==> src/rtl/tlb_refill_walker.sv <==
// Hardware page-table walker that refills the TLB on a miss: one outstanding
// page-table read, a TLB write-random strobe on success, and a sticky page fault otherwise.
module tlb_refill_walker #(
  parameter int PTE_V_BIT = 0
) (
  input  logic        clk,
  input  logic        clrn,
  input  logic        req,
  input  logic [19:0] vpn,
  input  logic        tlb_hit,
  input  logic [31:0] ptbase,
  input  logic        flush,
  input  logic        sw_tlbw,
  output logic        mem_req,
  output logic [31:0] mem_addr,
  input  logic        mem_ack,
  input  logic [31:0] mem_rdata,
  output logic [23:0] pte_out,
  output logic        tlbwr,
  output logic        stall,
  output logic        page_fault,
  output logic [19:0] bad_vpn,
  output logic [15:0] refill_cnt
);

  typedef enum logic [2:0] {
    IDLE   = 3'd0,
    WALK   = 3'd1,
    FILL   = 3'd2,
    SETTLE = 3'd3,
    FAULT  = 3'd4
  } state_t;

  state_t      state;
  logic [19:0] walk_vpn;
  logic        drop;
  logic        miss;
  logic        unused_rdata_hi;

  // Only the low 24 bits of a page-table word carry the PTE.
  assign unused_rdata_hi = ^mem_rdata[31:24];

  assign miss  = req & ~tlb_hit;
  assign stall = ((state == IDLE) & miss) | ((state != IDLE) & (state != FAULT));

  // The write strobe must yield to a software TLB write in the same cycle,
  // so it is decoded from the current inputs rather than registered.
  assign tlbwr = (state == FILL) & ~sw_tlbw & ~flush;

  // NOTE: all state uses non-blocking assignments and an asynchronous reset,
  // so every register updates together on the edge and clears without a clock.
  always_ff @(posedge clk or negedge clrn) begin
    if (!clrn) begin
      state      <= IDLE;
      walk_vpn   <= '0;
      drop       <= 1'b0;
      mem_req    <= 1'b0;
      mem_addr   <= '0;
      pte_out    <= '0;
      page_fault <= 1'b0;
      bad_vpn    <= '0;
      refill_cnt <= '0;
    end else begin
      case (state)
        IDLE: begin
          if (miss && !flush) begin
            walk_vpn <= vpn;
            mem_req  <= 1'b1;
            // Address is frozen at walk start so it stays steady until the ack.
            mem_addr <= ptbase + {10'd0, vpn, 2'b00};
            state    <= WALK;
          end
        end

        WALK: begin
          if (mem_ack) begin
            mem_req <= 1'b0;
            drop    <= 1'b0;
            if (drop || flush) begin
              state <= IDLE;
            end else begin
              pte_out <= mem_rdata[23:0];
              if (mem_rdata[PTE_V_BIT]) begin
                state <= FILL;
              end else begin
                page_fault <= 1'b1;
                bad_vpn    <= walk_vpn;
                state      <= FAULT;
              end
            end
          end else if (flush) begin
            // The read is already in flight; remember to discard its data.
            drop <= 1'b1;
          end
        end

        FILL: begin
          if (flush) begin
            state <= IDLE;
          end else if (!sw_tlbw) begin
            if (refill_cnt != 16'hFFFF) refill_cnt <= refill_cnt + 16'd1;
            state <= SETTLE;
          end
        end

        SETTLE: begin
          state <= IDLE;
        end

        FAULT: begin
          if (flush) begin
            page_fault <= 1'b0;
            state      <= IDLE;
          end
        end

        default: state <= IDLE;
      endcase
    end
  end

endmodule

==> config.mk <==
export PLATFORM = sky130hd
export DESIGN_NAME = tlb_refill_walker
export DESIGN_NICKNAME = d
export VERILOG_FILES = /design/src/rtl/tlb_refill_walker.sv
export SDC_FILE = /design/constraint.sdc
export NUM_CORES = 1
export LEC_CHECK = 0
export ABC_AREA = 1
export BUFFER_PORTS_ARGS = -buffer_cell sky130_fd_sc_hd__clkbuf_2
export CAP_MARGIN = 20
export CORE_MARGIN = 1.5
export CORE_UTILIZATION = 50
export DETAILED_ROUTE_END_ITERATION = 7
export PLACE_DENSITY = 0.77
export SLEW_MARGIN = 10
export SYNTH_ARGS = -nofsm -noshare
export SYNTH_HDL_FRONTEND = slang
export SYNTH_SLANG_ARGS = --single-unit
export TNS_END_PERCENT = 5
==> constraint.sdc <==
create_clock -name clk -period 2.7 [get_ports clk]
set_input_delay 0.135 -clock clk [delete_from_list [all_inputs] [get_ports clk]]
set_output_delay 0.135 -clock clk [all_outputs]
set_load 0.01 [all_outputs]
== Word level (Yosys, flattened, before mapping) ==
Index checks and enable logic that the tools add are counted.
Operators by class
  add/sub/neg operators: 2
  equality and inequality tests: 11
  mux-type cells: 18
  bitwise gates (word level): 11
  reduce and logical (&&, ||, !) cells: 16
Operators with widths (number)
  32-bit by 22-bit adder with 32-bit output: 1
  3-bit two-way mux: 7
  16-bit by 1-bit adder with 16-bit output, second input constant: 1
  16-bit != test, second input constant: 1
  3-bit one-hot mux with 4 select lines: 1
  4-bit AND reduction: 3
  1-bit two-way mux: 8
  2-bit != test, second input constant: 4
  3-bit != test, second input constant: 2
  3-bit AND reduction: 2
  2-bit nonzero test: 3
  1-bit bitwise AND: 5
  1-bit inverter: 5
  5-bit AND reduction: 1
  1-bit one-hot mux with 2 select lines: 2
  2-bit AND reduction: 2
  3-bit by 1-bit == test with 1-bit output, second input constant: 1
  3-bit by 2-bit == test with 1-bit output, second input constant: 1
  3-bit == test, second input constant: 1
  3-bit zero test: 1
  3-bit nonzero test: 1
  2-bit by 1-bit != test with 1-bit output, second input constant: 1
  1-bit logical AND: 1
  1-bit zero test: 1
  other kinds (2): 2
Word-level totals
  flip-flop bits (word level): 118
  input port bits: 91
  output and inout port bits: 96
  logic and storage cells: 67

== Depth between registers and ports, before layout ==
  depth in word-level cells: 5
  depth in mapped cells: 13
  mapped depth without buffers: 13

== Worst setup path after synthesis ==
OpenSTA, ideal clock, no wires.
  path type: in2reg
  from: in vpn[0]
  to: reg mem_addr[16]
  setup time: 118 ps
  arrival time: 1464 ps
  required time: 2582 ps
  slack: 1118 ps
  cell stages on the path: 13
  buffers on the path: 0
  cell sequence: ha_1 > inv_1 > fa_1 > inv_1 > nand3_1 > nand3_1 > nand2_1 > nand2_1 > nand3_1 > nand2_1 > nand2_1 > nand3_1 > nand2_1
On the way
  longest elaborated chain between the ends: 1
RTL lines
  start, declared: line 9  | input logic [19:0] vpn,
  32-bit by 22-bit adder with 32-bit output: line 70  | mem_addr <= ptbase + {10'd0, vpn, 2'b00};
  end signal, assigned: line 70
  end, declared: line 15  | output logic [31:0] mem_addr,
No other way between the ends.
A chain may end at the register's enable or synchronous reset.

== Worst setup path in the final report ==
Ends and elaborated chain as after synthesis.

==> flow_summary.ini <==
[floorplanning]
core.rowCount = 42
ios = 187
core_area_um2 = 13100
dieArea_um2 = 14000
start_util_pct = 50.8
die_w_um = 118
die_y_um = 118

[worst_setup_path]
r2r-start = state[1]
r2r_slack_ns = 0.71
worstPathRequired_ns = 3.00
start_kind = primary input
r2r-end = bad_vpn[4]
crit_path_end_kind = flop
reg2reg_depth = 10
critPathMaxFanout = 4
cp_data_arrival_time_ns = 2.55
setup.worst_path.class = in -> reg

[timing]
finalCriticalPeriod_ns = 2.25
timing.hold.ws_ns = 0.0164
fin_crit_sh_pct = 83.5
setup-violations-final = 0
finClkSkew_ns = 0.0107
hold_violations = 0
rsz0062_at_grt = false
setup-tns-final_ns = 0
tightestPinTransition_ns = 0.540
finalMaxSlewViolations = 0
slew_headroom_pct = 64.0
fmax_mhz = 443

[power]
finalPower_mw = 7.67
seqPwrFrac_pct = 38.6
p_per_area_nw_per_um2 = 873
p_int_mw = 4.96
combPwrFrac_pct = 31.9
peakVddDrop_mv = 0.408
switchingPower_mw = 2.71
p_clk_share_pct = 29.5
switching_share_pct = 35.4
power.leakage_nw = 5.07

[hold_path]
min_to = walk_vpn[4]
min-delay-path-class = in -> reg
worstHoldPathCells = 3
min_from = vpn[4]

[global_route]
grtUsageTotal_pct = 27.0
grt-ovfl-total = 0
antenna_found_initial = 0
grt_pass1_wl_um = 30200
grt_pass1_vias = 6300
grt_max_degree = 44

[clocking]
post-cts-setup-buffers = 0
clock-sinks = 118
cts-buffers-inserted = 17
cts_max_level = 4
clkLatencyLatePin_ns = 0.41
clock_path_buffers = 2
cts_tree = built
cts-resized-gates = 0
clk_pin_slew_ns = 0.05
cts-root-buf = clkbuf_16

[logic_synthesis]
synthTopCellsByArea = dfrtp_1 44%, nand2_1 25%, inv_1 5.9%
ys_types = 31
yosysMostFrequentCell = nand2_1
ys_async_sr_fraction_pct = 100
synthesis.area_um2 = 6670
synth_edf_count = 0
ys.warnings.count = 0
ys_ff_latch = 118
synth.cells.most_frequent = 444 x nand2_1, 118 x dfrtp_1, 105 x inv_1
synth_top_cell_area_share_pct = 44.3
synth.avg_cell_area_um2 = 7.16
synth_top_area_cell = dfrtp_1
yosysSeqAreaShare_pct = 44.3
synth_ff_type = dfrtp_1
syn_nets = 1045
syn_inst = 932

[routing]
ant_nets = 0
drt_iter0_drc = 388
wl_per_cell_um = 13.5
vias = 6672
vias_per_cell = 4.94
firstDrtPassIters = 5
routed_wl_um = 18200
drcViolationCount = 0

[cells_and_area]
diodes = 0
drive_gt1_share_pct = 20.2
final_nets = 1275
areaGrowthSynthToFinish_pct = 31.8
nFillCells = 1146
fin_util_pct = 66.9

[place]
hpwl_um = 13300
portBuffers = 178
place.gp.congestion = 0.893

[flow_run]
drv_cap = 0

[outcome]
status = finished clean
[layout make-up]
type / instances / area, um^2 / area share (%)
clock buffers: 19 / 443 / 5.04
inverters: 112 / 420 / 4.78
multi-input cells: 681 / 3180 / 36.2
flip-flops and latches: 118 / 2950 / 33.6
clock inverters: 13 / 156 / 1.78
well taps: 176 / 220 / 2.51
repair buffers: 232 / 1410 / 16.1
[power by group through the flow]
stage | clock network [mW] | registers (mW) | logic, mW
after floorplan | 0 | 3.19 | 1.10
after global placement | 0 | 2.94 | 2.33
after detailed placement | 0 | 2.96 | 2.38
after CTS | 2.30 | 2.95 | 2.45
after global routing | 2.39 | 3.06 | 2.75
final | 2.27 | 2.96 | 2.45
[routing by layer]
metal	global-route usage [%]	routed length (um)	part of all wire [%]
met1	34.9	8190	45
met2	45.1	8520	47
met3	5.12	1050	5.8
met4	10.5	448	2.5
met5	0	0	0
[cell usage in the layout, fill, tap and decap left out, drive strengths merged]
cell         Yosys  layout
xnor2           14      14
nor3            18      18
ha              21      21
nand4            7       7
clkbuf           5     196
nand3           53      53
a31oi            1       1
nand2          444     444
dfrtp          118     118
inv            112     112
o2111ai          1       1
fa               1       1
nor4             2       2
clkinvlp         0       2
a21oi           17      17
xor2            10      10
o21ai           30      30
nor2            52      52
bufinv           0       3
o22ai            1       1
or2              1       1
clkinv           0       8
nand3b           8       8
dlygate4sd3      0      46
buf             16       9
[cells by family (layout without fill, tap and decap cells)]
kind of cell	Yosys count	count (layout)	share of synthesized area, %
AOI/OAI and AO/OA	50	50	4.24
xor gates and xnor gates	24	24	3.15
buffers and inverters	133	376	8.05
DFF	118	118	44.3
adders and majority gates	22	22	4.24
and+or+nand+nor	585	585	36.0
[critical path: stages]
cell           delay (ns)
dlygate4sd3_1        0.53
clkbuf_2             0.12
ha_1                 0.31
inv_1                0.09
fa_1                 0.40
inv_1                0.10
nand3_1              0.07
nand3_1              0.18
nand2_1              0.08
nand2_1              0.15
nand3_1              0.14
nand2_1              0.09
nand2_1              0.05
nand3_1              0.07
nand2_1              0.05
[per-stage QoR]
step / worst slack (ns) / area, um^2 / instances
5_1_grt: 0.274 / 8790 / 1351
4_1_cts: 0.477 / 8790 / 1351
3_3_place_gp: 0.626 / 7730 / 1273
3_5_place_dp: 0.588 / 7730 / 1273
6_report: 0.445 / 8790 / 1351
2_1_floorplan: 1.12 / 6670 / 932
[sequential cells by signal, indices dropped and copies added, names as in the netlist, 3 cells and up]
signal,flops
mem_addr,32
pte_out,24
state,3
walk_vpn,20
bad_vpn,20
refill_cnt,16
[how the worst max path moves through the flow]
stage	from	endpoint	slack, ns	depth (start not counted)
3_3_place_gp	vpn[0]	mem_addr[16]	0.63	14
4_1_cts	vpn[0]	mem_addr[16]	0.48	15
5_1_grt	vpn[0]	mem_addr[22]	0.27	15
6_report	vpn[0]	mem_addr[16]	0.45	15
2_1_floorplan	vpn[0]	mem_addr[16]	1.12	13
3_5_place_dp	vpn[0]	mem_addr[16]	0.59	14
[what timing repair did]
action                                  in CTS  in global routing
endpoints found under the hold margin       85                  0
endpoints found under the setup margin       0                  0
hold buffers                                46                  0
Power figures use the tool's default switching activity.
